--- config.mk ---
export PLATFORM = sky130hd
export DESIGN_NAME = snd_pdm_dec
export DESIGN_NICKNAME = d
export VERILOG_FILES = /design/src/rtl/snd_pkg.sv /design/src/rtl/snd_cic_int.sv /design/src/rtl/snd_pdm_dec.sv
export SDC_FILE = /design/constraint.sdc
export NUM_CORES = 1
export LEC_CHECK = 0
export BUFFER_PORTS_ARGS = -buffer_cell sky130_fd_sc_hd__buf_4
export CAP_MARGIN = 15
export CORE_MARGIN = 4
export CORE_UTILIZATION = 60
export DETAILED_ROUTE_END_ITERATION = 10
export PLACE_DENSITY_LB_ADDON = 0.12
export SKIP_LAST_GASP = 1
export SLEW_MARGIN = 20
export SYNTH_ARGS = -nofsm -noshare
export SYNTH_HDL_FRONTEND = slang
export SYNTH_HIERARCHICAL = 1
export SYNTH_SLANG_ARGS = --single-unit
--- constraint.sdc ---
create_clock -name m2 -period 7.19 [get_ports m2]
set_input_delay 1.438 -clock m2 [delete_from_list [all_inputs] [get_ports m2]]
set_output_delay 1.438 -clock m2 [all_outputs]
set_load 0.01 [all_outputs]
--- src/rtl/snd_pkg.sv ---
// snd_pkg: constants and helpers shared by the sound-path PDM decoder.
package snd_pkg;

    // Width of decoded PCM samples.
    localparam int PCM_W = 16;

    // Number of integrator and comb stages in the CIC decimator.
    localparam int CIC_ORDER = 3;

    // CIC register width for a decimation ratio of 2^decim_log2.
    // A 1-bit input needs CIC_ORDER*log2(R) bits of growth.
    // One extra bit holds the full-scale value R^3 itself.
    function automatic int cic_width(input int decim_log2);
        return CIC_ORDER * decim_log2 + 1;
    endfunction

    // Map a raw comb result c (0..2^(w-1)) onto 16-bit PCM.
    // The w = 16 case (shift left by one) falls out of the w < 17 branch.
    // Full scale 2^(w-1) lands on 65536 and is clamped to 65535.
    function automatic logic [PCM_W-1:0] pcm_scale(input logic [31:0] c, input int w);
        logic [31:0] v;
        if (w > 17)
            v = c >> (w - 17);
        else
            v = c << (17 - w);
        if (v > 32'd65535)
            return '1;
        return v[PCM_W-1:0];
    endfunction

endpackage

--- src/rtl/snd_cic_int.sv ---
// snd_cic_int: one modular (wrap-around) CIC integrator stage.
// o_next is the value the accumulator takes on this edge.
// Stages chain through o_next so a bit reaches the last stage on the edge
// that samples it.
module snd_cic_int #(
    parameter int W = 16
) (
    input  logic         i_clk,
    input  logic         i_rst_n,
    input  logic         i_en,
    input  logic [W-1:0] i_din,
    output logic [W-1:0] o_next
);

    logic [W-1:0] r_acc;

    assign o_next = r_acc + i_din;

    // Accumulate the input every enabled edge; overflow wraps by design.
    always_ff @(posedge i_clk or negedge i_rst_n) begin
        if (!i_rst_n)
            r_acc <= '0;
        else if (i_en)
            r_acc <= o_next;
    end

endmodule

--- src/rtl/snd_pdm_dec.sv ---
// snd_pdm_dec: 1-bit PDM stream to unsigned 16-bit PCM.
// Uses a 3rd-order CIC decimator with decimation ratio R = 2^DECIM_LOG2.
// Decoded samples leave on a valid/ready port; a sticky overrun flag marks
// samples that were overwritten before being consumed.
// Optional build macro SND_PDM_DEC_SYNC_EN inserts a 2-flop synchronizer
// on pdm_in, for an asynchronous PDM source. This delays every output by
// 2 edges.
module snd_pdm_dec
    import snd_pkg::*;
#(
    parameter int DECIM_LOG2 = 5
) (
    input  logic             m2,
    input  logic             rst_n,
    input  logic             pdm_in,
    output logic [PCM_W-1:0] pcm_out,
    output logic             pcm_valid,
    input  logic             pcm_ready,
    output logic             overrun,
    input  logic             clr_ovr
);

    localparam int W = cic_width(DECIM_LOG2);
    localparam logic [DECIM_LOG2-1:0] PH_ONE = 1;
    localparam logic [1:0] WARM_DONE = 2'd2;

    logic                  w_x;
    logic                  w_en;
    logic [W-1:0]          w_x_ext;
    logic [W-1:0]          w_int1;
    logic [W-1:0]          w_int2;
    logic [W-1:0]          w_int3;
    logic [W-1:0]          w_c1;
    logic [W-1:0]          w_c2;
    logic [W-1:0]          w_c3;
    logic [PCM_W-1:0]      w_pcm;
    logic                  w_set_ovr;

    logic [DECIM_LOG2-1:0] r_phase;
    logic                  r_vld_p0;
    logic [W-1:0]          r_cap_p0;
    logic [W-1:0]          r_d1_p1;
    logic [W-1:0]          r_d2_p1;
    logic [W-1:0]          r_d3_p1;
    logic [W-1:0]          r_comb_p1;
    logic                  r_vld_p1;
    logic [1:0]            r_warm;
    logic [PCM_W-1:0]      r_pcm;
    logic                  r_valid;
    logic                  r_ovr;

`ifdef SND_PDM_DEC_SYNC_EN
    logic                  r_sync_a;
    logic                  r_sync_b;
    logic [1:0]            r_run;

    // Two-flop synchronizer. r_run holds off the integrators and the phase
    // counter until the first synchronized bit arrives, so windows stay
    // aligned to the pdm_in sampling edges.
    always_ff @(posedge m2 or negedge rst_n) begin
        if (!rst_n) begin
            r_sync_a <= 1'b0;
            r_sync_b <= 1'b0;
            r_run    <= 2'b00;
        end else begin
            r_sync_a <= pdm_in;
            r_sync_b <= r_sync_a;
            r_run    <= {r_run[0], 1'b1};
        end
    end

    assign w_x  = r_sync_b;
    assign w_en = r_run[1];
`else
    assign w_x  = pdm_in;
    assign w_en = 1'b1;
`endif

    assign w_x_ext = {{(W-1){1'b0}}, w_x};

    // ---- integrators: run at the input rate ----
    snd_cic_int #(.W(W)) u_int1 (
        .i_clk   (m2),
        .i_rst_n (rst_n),
        .i_en    (w_en),
        .i_din   (w_x_ext),
        .o_next  (w_int1)
    );

    snd_cic_int #(.W(W)) u_int2 (
        .i_clk   (m2),
        .i_rst_n (rst_n),
        .i_en    (w_en),
        .i_din   (w_int1),
        .o_next  (w_int2)
    );

    snd_cic_int #(.W(W)) u_int3 (
        .i_clk   (m2),
        .i_rst_n (rst_n),
        .i_en    (w_en),
        .i_din   (w_int2),
        .o_next  (w_int3)
    );

    // ---- p0: window phase and capture of the last integrator ----
    // Phase counter wraps at R. Its last phase latches the integrator value
    // that includes the final bit of the window.
    always_ff @(posedge m2 or negedge rst_n) begin
        if (!rst_n) begin
            r_phase  <= '0;
            r_vld_p0 <= 1'b0;
            r_cap_p0 <= '0;
        end else begin
            r_vld_p0 <= 1'b0;
            if (w_en) begin
                r_phase <= r_phase + PH_ONE;
                if (&r_phase) begin
                    r_vld_p0 <= 1'b1;
                    r_cap_p0 <= w_int3;
                end
            end
        end
    end

    // ---- p1: comb section, one update per decimated sample ----
    assign w_c1 = r_cap_p0 - r_d1_p1;
    assign w_c2 = w_c1 - r_d2_p1;
    assign w_c3 = w_c2 - r_d3_p1;

    // Differentiate the decimated stream.
    // The first two results are start-up transients and are never presented.
    always_ff @(posedge m2 or negedge rst_n) begin
        if (!rst_n) begin
            r_d1_p1   <= '0;
            r_d2_p1   <= '0;
            r_d3_p1   <= '0;
            r_comb_p1 <= '0;
            r_vld_p1  <= 1'b0;
            r_warm    <= 2'd0;
        end else begin
            r_vld_p1 <= r_vld_p0 && (r_warm == WARM_DONE);
            if (r_vld_p0) begin
                r_d1_p1   <= r_cap_p0;
                r_d2_p1   <= w_c1;
                r_d3_p1   <= w_c2;
                r_comb_p1 <= w_c3;
                if (r_warm != WARM_DONE)
                    r_warm <= r_warm + 2'd1;
            end
        end
    end

    // ---- p2: scaling and output handshake register ----
    assign w_pcm     = pcm_scale({{(32-W){1'b0}}, r_comb_p1}, W);
    assign w_set_ovr = r_vld_p1 && r_valid && !pcm_ready;

    // Load new samples.
    // A handshake with nothing new arriving empties the register.
    always_ff @(posedge m2 or negedge rst_n) begin
        if (!rst_n) begin
            r_pcm   <= '0;
            r_valid <= 1'b0;
        end else if (r_vld_p1) begin
            r_pcm   <= w_pcm;
            r_valid <= 1'b1;
        end else if (r_valid && pcm_ready) begin
            r_valid <= 1'b0;
        end
    end

    // Sticky overrun.
    // Setting takes priority over a clear on the same edge.
    always_ff @(posedge m2 or negedge rst_n) begin
        if (!rst_n)
            r_ovr <= 1'b0;
        else if (w_set_ovr)
            r_ovr <= 1'b1;
        else if (clr_ovr)
            r_ovr <= 1'b0;
    end

    assign pcm_out   = r_pcm;
    assign pcm_valid = r_valid;
    assign overrun   = r_ovr;

endmodule

==> run summary, run 1 <==
The final hold violation count was 0; the total routing usage reported by global routing was 23.61%. The number of global-route vias before repair is 8158. In the final timing run, aggregate negative setup slack is 0 ns.

TritonCTS built the clock tree. Sequential elements use 36.09% of the synthesized area. Between clock sinks in the finished design, the worst skew comes to 0.009780 ns.

Summed over its instances, the top area cell type makes up 36.09% of the synthesized netlist area. The run finished with clean final reports. At the end of the flow, the number of nets in the layout was 1274. The count of unique library cells instantiated by Yosys was 82; the number of flops mapped to enable cells by yosys was 0. The run gives 20120 um^2 as the area of the die. The final critical-path share of the clock period works out to 86.05%. The nature of the critical path startpoint is an input port. The core footprint came out at 17420 um^2. Data on the critical path arrives at its endpoint at 6.50 ns.

STA puts the critical path data required time at 7.50 ns. By area the synthesized netlist is led by dfrtp_1 36%, ha_1 11%, mux2_2 6.2%, a21oi_1 4.2%, xnor2_1 3.4%. After filler insertion, the fill cell instance count of the layout stands at 1409.

The clock passes through at most 2 buffers. The CTS sink count is 155, and the largest net degree at the start of global routing is 97. Kind of end point of the critical path: a flip-flop. The total of flip-flops plus latches after synthesis works out to 155.

The floorplan step set the die width to 141.8 um. TritonCTS created 17 clock buffers. The most used flip-flop cell after synthesis is dfrtp_1. After clock tree synthesis, the clock-pin slew on the worst setup and hold paths is 0.07 ns.

Total area of sequential cells: 3882 um^2. The depth of the worst hold-timing path was 1; the final setup violation count was 0. Routability-driven placement finished with a final weighted congestion of 0.8744.

Yosys printed 6 warnings. Site row count: 48. Overall via count from detail_route: 8214. Start-to-end type of the worst setup path: input port to flip-flop. Post-CTS timing repair inserted 0 buffers for setup. By count the netlist is led by 155 x dfrtp_1, 97 x nand2_1, 93 x ha_1, 91 x a21oi_1, 81 x nor2_1. Logic depth of the worst register-to-register path: 23. The transition time at the pin with the least slew margin works out to 0.9504 ns. Gates resized during post-CTS repair numbered 0. After detailed routing, the number of vias per cell comes to 5.834. After technology mapping, the gate count stands at 1144. Share of layout cells above drive strength 1: 11.58%. The area of the mapped netlist came out at 10750 um^2. Most instantiated library cell after synthesis: dfrtp_1. In this run the number of H-tree levels came out at 4.

In this run the tightest slew margin relative to its limit is 36.64%. The tool flagged a number of max-cap violations equal to 0. In the routed design, unresolved DRC markers number 0.

The number of antenna diodes is 0, and the share of flip-flops with an asynchronous set or reset after synthesis is 100.0%. Setup repair after global routing left no endpoint under its margin. For the insertion delay to the later sink of the worst-skew pair, the log shows 0.43 ns. In this run the worst hold path is classified as flip-flop to flip-flop.

The detail route stage leaves a number of antenna-violating nets equal to 0. The number of I/O port buffers is 22, and the detailed placement HPWL is 16320 um. For this block, the routed nets add up to 22530 um of wire.

The initial utilization of the core area, before any placement, comes to 61.70%. The run gives 551 as the number of DRC violations after detailed-routing iteration 0. After global routing the overflow that remains totals 0. The tools report the first-pass GRT wire length as 39040 um. Clock tree synthesis selected as its root buffer the cell clkbuf_16. Area overhead of the layout relative to synthesis: 8.837%.

Summing all multi-input logic gate instances after layout gives 6457 um^2. The routed design could run at a clock period as short as 6.187 ns. The number of antenna violations at the first check in global routing came out at 0. The final count of pins violating max slew was 0.

The largest total area in the synthesized netlist belongs to dfrtp_1. Along the worst path, the maximum fanout reaches 13. The detailed-routing iteration count for the pre-antenna-repair pass is 5, and the synthesized area divided by synthesized cell count is 9.394 um^2. Number of buffers inserted for hold repair after clock tree synthesis: 0. 23 I/O pins were placed. The die outline height was 141.8 um; the wire length per cell after detailed routing was 16.00 um.

Based on the critical path, the design can be clocked at up to 0.1616 GHz.
[cell usage in the layout (no fill, tap or decap), types with 6 or more instances in the layout]
cell type | netlist | final
nand2_1 | 97 | 97
clkbuf_16 | 0 | 17
xor2_1 | 28 | 28
ha_1 | 93 | 93
a31oi_1 | 6 | 6
o21a_1 | 19 | 19
dfrtp_1 | 155 | 154
o21bai_1 | 10 | 10
and2_1 | 7 | 7
nor2_1 | 81 | 81
mux2i_1 | 9 | 9
xnor2_1 | 42 | 42
buf_4 | 2 | 23
fa_1 | 6 | 6
o211ai_1 | 8 | 8
nor2b_1 | 12 | 12
nand2b_1 | 14 | 14
or3_1 | 15 | 15
nand3b_1 | 8 | 8
inv_1 | 80 | 80
o221ai_1 | 10 | 10
a211o_1 | 9 | 9
nor3_1 | 13 | 13
a211oi_1 | 9 | 9
a21o_1 | 21 | 21
o21ai_0 | 46 | 46
nand4_1 | 13 | 13
mux2_2 | 59 | 59
nand3_1 | 22 | 22
o21ai_1 | 32 | 32
conb_1 | 2 | 29
a21oi_1 | 91 | 91
[metal layers]
layer	share of wire [%]	track usage, %	vias up	routed length [um]
li1	-	-	4111	-
met1	46	30.97	3941	10310
met2	49	40.94	133	11120
met3	3.2	2.899	29	726
met4	1.7	7.222	0	383
met5	0	0	-	0
[critical path, stage by stage]
cell	delay, ns
buf_4	0.11
ha_1	0.21
fa_1	0.40
a21o_1	0.23
a311o_2	0.45
and2_1	0.22
a31oi_1	0.27
xnor2_1	0.13
ha_1	0.39
inv_1	0.21
a21oi_1	0.09
o21a_1	0.20
a21oi_1	0.17
xnor2_1	0.10
ha_1	0.44
and3_4	0.22
and3_4	0.17
o32a_4	0.37
a21oi_1	0.19
xnor3_1	0.23
mux2_2	0.26
[cell type report]
type                       instances  area share, %
sequential                       155          33.19
clock buffer                      19          3.872
inverter                          82          2.632
multi-input combinational        890          55.21
tap                              225          2.407
timing repair buffer              24          1.573
clock inverter                    13          1.113
[flip-flops by register name, summed over array words and instances, names as in the netlist]
register / count
overrun: 1
pcm_out: 16
pcm_valid: 1
r_cap_p0: 16
r_comb_p1: 16
r_d1_p1: 16
r_d2_p1: 16
r_d3_p1: 16
r_phase: 5
r_vld_p0: 1
r_vld_p1: 1
r_warm: 2
u_int1/r_acc: 16
u_int2/r_acc: 16
u_int3/r_acc: 16
[worst paths after layout]
kind	from	end	slack, ns
setup / recovery	pdm_in	r_cap_p0[15]	1.00
hold / removal	r_phase[0]	r_phase[0]	0.46
setup reg to reg	r_cap_p0[0]	r_comb_p1[15]	1.41
hold reg to reg	r_phase[0]	r_phase[0]	0.46
max in group asynchronous	rst_n	u_int2/r_acc[10]	4.80
min in group asynchronous	rst_n	r_comb_p1[1]	1.08
[per-stage QoR]
stage | hold WS, ns | utilization (%) | cells | setup slack [ns] | area [um^2]
final | 0.4554 | 67.16 | 1408 | 1.003 | 11700
after global routing | 0.4810 | 67.16 | 1408 | 0.6820 | 11700
after CTS | 0.4583 | 67.16 | 1408 | 1.014 | 11700
after detailed placement | 0.4474 | 63.81 | 1376 | 0.5957 | 11110
after global placement | 0.4373 | 63.81 | 1376 | 0.6599 | 11110
after floorplan | 0.4214 | - | 1171 | 1.177 | 10850
[logic make-up after synthesis]
group	after synthesis	synth area share, %
flops	155	36.09
compound gates	314	19.65
buf+inv	126	4.762
other cells	2	0.06988
simple gates	302	13.37
mux	71	7.405
fa+ha+maj	99	11.95
xor+xnor	75	6.706
Power of run 1 is not shown: default switching activity piles up to over one toggle a cycle in this logic, so the estimate is an artifact.
==> inputs of run 2 (changes only) <==
--- a/config.mk
+++ b/config.mk
@@ -10,6 +10,7 @@
 export CORE_MARGIN = 4
 export CORE_UTILIZATION = 60
 export DETAILED_ROUTE_END_ITERATION = 10
+export GPL_TIMING_DRIVEN = 0
 export PLACE_DENSITY_LB_ADDON = 0.12
 export SKIP_LAST_GASP = 1
 export SLEW_MARGIN = 20
==> run 2 against run 1 <==
Compared with the run above:
- design area increased by 2.3%
- highest routed layer unchanged
- fmax decreased by 4.9%
- core utilization increased by 1.5 points
- worst hold slack improved by 0.0061 ns
- setup slack got worse by 0.32 ns
- wire length increased by 2.5%
- register-to-register slack about the same
- clock skew decreased by 0.00061 ns
==> run summary, run 2 (synthesis results as in run 1) <==
The critical path contains buffers and inverters numbering 3 combined. The buffer cell driving the clock tree root was clkbuf_16. Counting stages on the worst path, the most repeated cell is a21oi_1. Max-cap violations in this run came to 0. In the routed layout, each cell is associated on average with a via count of 5.804.

From synthesis to final layout, the design area changed by 11.32%. The peak clock frequency supported by timing came out at 0.1537 GHz. The maximum fanout along the worst path is 10. The final hold violation count was 0; the post-cts resize count was 0.

The DRC violation count after routing was 0. The worst hold path begins at r_phase[0]. For the detailed-routing iteration count for the pre-antenna-repair pass, the log shows 5. The clock net in this run drives a total of 155 sinks. The delay of the slowest critical-path stage came out at 0.43 ns. Buffers placed on the I/O ports in this run total 22. The run gives 1318 as the number of nets in the layout.

Measured against its own limit, the worst slew margin works out to 51.07%. Setup violations remaining at the end of the flow were counted as 0. Summed over all nets, the half-perimeter wirelength after detailed placement is 17440 um. The path with the worst hold slack has its endpoint at r_phase[0]. For the total setup buffers inserted after CTS, the log shows 0. The cell area after layout was 11960 um^2; the final count of pins violating max slew was 0. The number of buffers inserted for hold repair after clock tree synthesis is 0.

In the layout the commonest cells are 155 x dfrtp_1, 97 x nand2_1, 93 x ha_1. The initial core utilization is 61.70%, and the total routing usage reported by global routing is 23.76%. The count of filler cells inserted in the layout was 1378.

In this run the critical register-to-register path is captured at r_cap_p0[15]. The critical path is of the input port to flip-flop type. The tightest min-delay check is of the flip-flop to flip-flop type. The floorplan step defined a core boundary enclosing 17420 um^2. Dividing the final minimum period by the clock period gives 90.49%. After layout, the minimum clock period comes to 6.506 ns. The remaining antenna violation count was 0; the cell area reported after detailed placement was 11360 um^2. Across the routed clock network, the largest skew measured is 0.009171 ns.

Counting along the longest clock path gives a buffer depth of 2. The number of antenna violations at the first check in global routing is 0, and the total detailed-routing wirelength is 23090 um. The number of H-tree levels came out at 4. The detailed router finished its first iteration with 498 violations. The die covers 20120 um^2. The wire length per cell after detailed routing came out at 15.90 um. For the pin with the worst max-slew slack, the measured transition is 0.7340 ns.

TritonCTS created 17 clock buffers. The share of layout cells above drive strength 1 is 12.06%. OpenSTA, run right after detailed placement, puts the worst setup slack at 0.4430 ns. At the worst endpoint, the arrival time is 6.83 ns.

STA classifies the critical path startpoint as an input port. The signal on the critical path passes through buf_4 -> ha_1 -> fa_1 -> a21o_1 -> a311o_2 -> and2_1 -> a31oi_1 -> xnor2_1 -> ha_1 -> inv_1 -> a21oi_1 -> o21a_1 -> a21oi_1 -> xnor2_1 -> ha_1 -> buf_2 -> a21oi_1 -> o21ai_1 -> o32a_4 -> a21oi_1 -> xnor3_1 -> mux2_2. Hold is met by 0.4616 ns. The logic depth of the worst register-to-register path works out to 21. Setup repair after global routing left no endpoint under its margin. Across all register-to-register paths, the minimum setup slack is 1.41 ns. The tools report the kind of end point of the critical path as a flip-flop. The detailed router placed 8427 vias in this run. The worst register-to-register path begins at u_int1/r_acc[0]. The floorplan has 48 rows.

The clock transition at the register clock pins on the worst setup and hold paths after CTS works out to 0.07 ns. The multi-input gate area in the final layout is 6457 um^2, and the insertion delay to the later sink of the worst-skew pair is 0.43 ns. The flow ran to the end, and the final reports show no timing, DRC or antenna violations. The depth of the worst hold-timing path is 1, and the sum of negative setup slack is 0 ns. The total overflow left after global routing is 0. Entering global routing, the biggest net connects 54 pins. Pin placement for this block handled 23 I/O pins. The kind of cell with the highest combined delay on the critical path was compound AO/OA/AOI/OAI gates. The sequential cells in the finished layout cover a total of 3879 um^2. Measured along the y axis, the die boundary spans 141.8 um. TritonCTS built the clock tree.

Number of antenna diodes: 0. The first-pass GRT wire length was 38650 um; the required time of the critical path was 7.51 ns. Leaving out fill and tap cells, the most frequent cell in the layout is dfrtp_1.

The congestion estimate from routability-driven global placement came to 0.8822. Measured along the x axis, the die boundary spans 141.8 um. Among all stages on the critical path, the largest delay is contributed by a311o_2. For the number of global-route vias before repair, the log shows 7860. After layout, the worst setup slack is 0.6839 ns.
run 2: cell types whose count changed in the layout (fill, tap and decap cells not counted), sizes merged:
cell / before / now
clkbuf: 19 / 43
clkinv: 5 / 4
buf: 24 / 42
clkinvlp: 3 / 5
bufinv: 1 / 2
run 2: worst max path at each step:
stage | start | endpoint | slack, ns | depth (start not counted)
final | pdm_in | r_cap_p0[15] | 0.68 | 22
after global routing | pdm_in | r_cap_p0[15] | 0.51 | 22
after CTS | pdm_in | r_cap_p0[15] | 0.81 | 22
after detailed placement | pdm_in | r_cap_p0[15] | 0.44 | 22
after global placement | pdm_in | r_cap_p0[15] | 0.47 | 22
after floorplan | pdm_in | r_cap_p0[15] | 1.18 | 21
run 2: layout make-up:
class                   count  area share [%]
well taps                 225           2.353
repair buffers             24           1.904
clock buffers              17           3.556
flip-flops and latches    155           32.42
multi-input cells         890           53.98
clock inverters            15           1.506
inverters                  82           2.573
plain buffers              44           1.705
run 2: per-layer routing:
layer | up-vias | routed length [um] | share of wire (%) | GRT usage, %
li1 | 4211 | - | - | -
met1 | 4012 | 11310 | 49 | 34.32
met2 | 169 | 10390 | 45 | 36.97
met3 | 35 | 940 | 4.1 | 3.775
met4 | 0 | 449 | 1.9 | 7.323
met5 | - | 0 | 0 | 0
run 2: worst register-to-register path, cell delays in order, from the launching register on:
cell	delay [ns]
dfrtp_1	0.39
ha_1	0.22
fa_1	0.41
a21o_1	0.22
a311o_2	0.43
and2_1	0.22
a31oi_1	0.28
xnor2_1	0.18
ha_1	0.42
inv_1	0.16
a21oi_1	0.24
o21a_1	0.16
a21oi_1	0.08
xnor2_1	0.34
ha_1	0.34
buf_2	0.19
a21oi_1	0.13
o21ai_1	0.11
o32a_4	0.41
a21oi_1	0.18
xnor3_1	0.28
mux2_2	0.28
run 2: metrics by stage:
| stage | instances | util (%) |
|---|---|---|
| final | 1452 | 68.69 |
| after global routing | 1452 | 68.69 |
| after CTS | 1452 | 68.69 |
| after detailed placement | 1420 | 65.21 |
| after global placement | 1418 | 64.85 |
| after floorplan | 1171 | - |
Power of run 2 is left out for the same reason.
==> inputs of run 3 (changes only) <==
--- a/config.mk
+++ b/config.mk
@@ -5,7 +5,7 @@
 export SDC_FILE = /design/constraint.sdc
 export NUM_CORES = 1
 export LEC_CHECK = 0
-export BUFFER_PORTS_ARGS = -buffer_cell sky130_fd_sc_hd__buf_4
+export BUFFER_PORTS_ARGS = -buffer_cell sky130_fd_sc_hd__buf_2
 export CAP_MARGIN = 15
 export CORE_MARGIN = 4
 export CORE_UTILIZATION = 60
==> constraint.sdc (replaced) <==
create_clock -name m2 -period 6.6 [get_ports m2]
set_input_delay 1.32 -clock m2 [delete_from_list [all_inputs] [get_ports m2]]
set_output_delay 1.32 -clock m2 [all_outputs]
set_load 0.01 [all_outputs]
==> run 3 against run 2 <==
Compared with the run above:
- count of clock-buffer cells in the layout is 2 higher
- wire length is essentially flat
- global-route usage up 0.094 points
- first-iteration DRC count up 17%
- die area stayed put
- register-to-register slack got worse by 0.55 ns
- via count down 0.50%
- critical endpoint unchanged
- worst hold slack got worse by 0.014 ns
- design area fell by 0.35%
- core utilization is 0.24 points lower
- final cell count unchanged
==> run summary, run 3 (synthesis results as in run 1) <==
The final critical path takes up 96.32% of the cycle. The transition time at the pin with the least slew margin is 0.7699 ns. The average via count per standard cell is 5.775.

The worst setup path is of the input port to flip-flop kind. The number of max-cap violations was 0. OpenSTA, run right after detailed placement, puts the worst setup slack at -0.07190 ns.

The number of global-route vias before repair is 8052. The tools report the boundary pin count as 23. Nature of the critical path startpoint: an input port. The floorplan has 48 rows.

The logs give 0.01000 ns for the clock skew and 0 for the final setup violation count. The tree is rooted in a clkbuf_16. Relative to the synthesized area, the layout overhead comes to 10.93%.

The required time of the critical path is 6.90 ns, and the worst path setup slack after routing is 0.2429 ns. The routed layout has 8385 vias. In this run the worst path has a maximum fanout of 10. For this run, the post-layout net count is 1318. From bottom edge to top edge, the die measures 141.8 um. DRC violation count after routing: 0.

The largest net degree at the start of global routing was 98; the detailed-routing iteration count for the pre-antenna-repair pass was 7. The worst setup path is captured at a flip-flop. Clock tree synthesis inserted a total of 17 buffers.

The tools report the final count of pins violating max slew as 0. Measured against its own limit, the worst slew margin works out to 48.67%. The region available for standard cell placement spans 17420 um^2. The wire length per cell after detailed routing was 15.92 um. Data on the critical path arrives at its endpoint at 6.66 ns. The die boundary width was 141.8 um.

TritonCTS built the clock tree. The share of layout cells above drive strength 1 is 12.14%. During placement, the flow inserted port buffers numbering 22.

The flow ran to the end, and the final reports show no timing, DRC or antenna violations. After clock tree synthesis, the clock-pin slew on the worst setup and hold paths is 0.06 ns. At the end of routability-driven placement, the weighted congestion stood at 0.8900.

The final hold violation count was 0. The number of buffers on the longest clock path was 2; the total routing usage reported by global routing was 23.85%. The class of the worst hold path is flip-flop to flip-flop.

The tree built by TritonCTS fans out to 155 sinks. Number of antenna diodes: 0. In the layout the commonest cells are 155 x dfrtp_1, 97 x nand2_1, 93 x ha_1. For this configuration, the core starts out at a cell density of 61.70%. The run gives 0 as the number of buffers inserted for hold repair after clock tree synthesis. The run gives 0 ns as the sum of negative setup slack. The clock reaches the later pin of the worst-skew pair after 0.42 ns. The tools report the number of antenna violations at the first check in global routing as 0.

The logs give 4 for the number of H-tree levels and 39190 um for the first-pass GRT wire length. The tools report the peak clock frequency supported by timing as 0.1573 GHz. Area of the die: 20120 um^2. Number of DRC violations after detailed-routing iteration 0: 585.

Leaving out fill and tap cells, the most frequent cell in the layout is dfrtp_1. The count of nets left with antenna violations once routing finished came out at 0. The logs give 0 for the global-route congestion overflow total and 23110 um for the total detailed-routing wirelength. Counting I/O delays and the setup requirement, the final critical path takes 6.357 ns. Detailed placement ended at an HPWL of 17180 um.
==> run 3: changes by cell type in the layout (fill, tap and decap cells not counted) <==
cell        before  now
buf_2            7   28
clkinv_2         0    1
xnor2_2          1    2
clkbuf_8         0    2
inv_6            4    3
inv_8            2    3
clkinv_8         1    0
xnor2_1         42   41
buf_4           23    2
clkinvlp_4       5    3
==> run 3: layout make-up <==
cell class                 instances  area [um^2]
multi-input combinational        890         6465
fill                            1423         5495
sequential                       155         3879
clock buffer                      19        452.9
inverter                          82        307.8
tap                              225        281.5
buffer                            44        203.9
timing repair buffer              24        175.2
clock inverter                    13        156.4
==> run 3: through the flow <==
step / hold slack (ns) / instances / area (um^2) / util [%]
2_1_floorplan: 0.4214 / 1171 / 10850 / -
3_3_place_gp: 0.4422 / 1418 / 11240 / 64.53
3_5_place_dp: 0.4417 / 1420 / 11300 / 64.91
4_1_cts: 0.4542 / 1452 / 11910 / 68.41
5_1_grt: 0.4830 / 1452 / 11920 / 68.45
6_report: 0.4478 / 1452 / 11920 / 68.45
==> run 3: worst max-delay path, stage by stage <==
cell     delay (ns)
buf_2          0.10
ha_1           0.22
fa_1           0.42
a21o_1         0.23
a311o_2        0.43
and2_1         0.24
a31oi_1        0.28
xnor2_1        0.22
ha_1           0.35
inv_1          0.22
a21oi_1        0.11
o21a_1         0.21
a21oi_1        0.23
xnor2_2        0.11
ha_1           0.35
buf_2          0.19
a21oi_1        0.12
o21ai_1        0.12
o32a_4         0.41
a21oi_1        0.22
xnor3_1        0.28
mux2_2         0.27
==> run 3: what timing repair did <==
item / in CTS / in global routing
buffers inserted: 0 / 0
endpoints found under the setup margin: 0 / 1
gates resized for setup: 0 / 1
==> run 3: path summary, 6_finish.rpt <==
kind	endpoint	start	slack, ns	cells after the start
min reg2reg	r_phase[0]	r_phase[0]	0.45	1
max reg2reg	r_cap_p0[15]	u_int1/r_acc[0]	0.86	21
min	r_phase[0]	r_phase[0]	0.45	1
max in group asynchronous	r_d1_p1[9]	rst_n	5.03	3
max	r_cap_p0[15]	pdm_in	0.24	22
min in group asynchronous	u_int1/r_acc[2]	rst_n	0.90	2
==> run 3: routing by layer <==
metal	up-vias	track usage [%]	part of all wire, %
met5	-	0	0
met4	0	6.970	1.6
met3	28	3.269	4.1
met2	163	38.24	46
met1	3979	33.96	48
li1	4215	-	-
Power of run 3 is left out for the same reason.
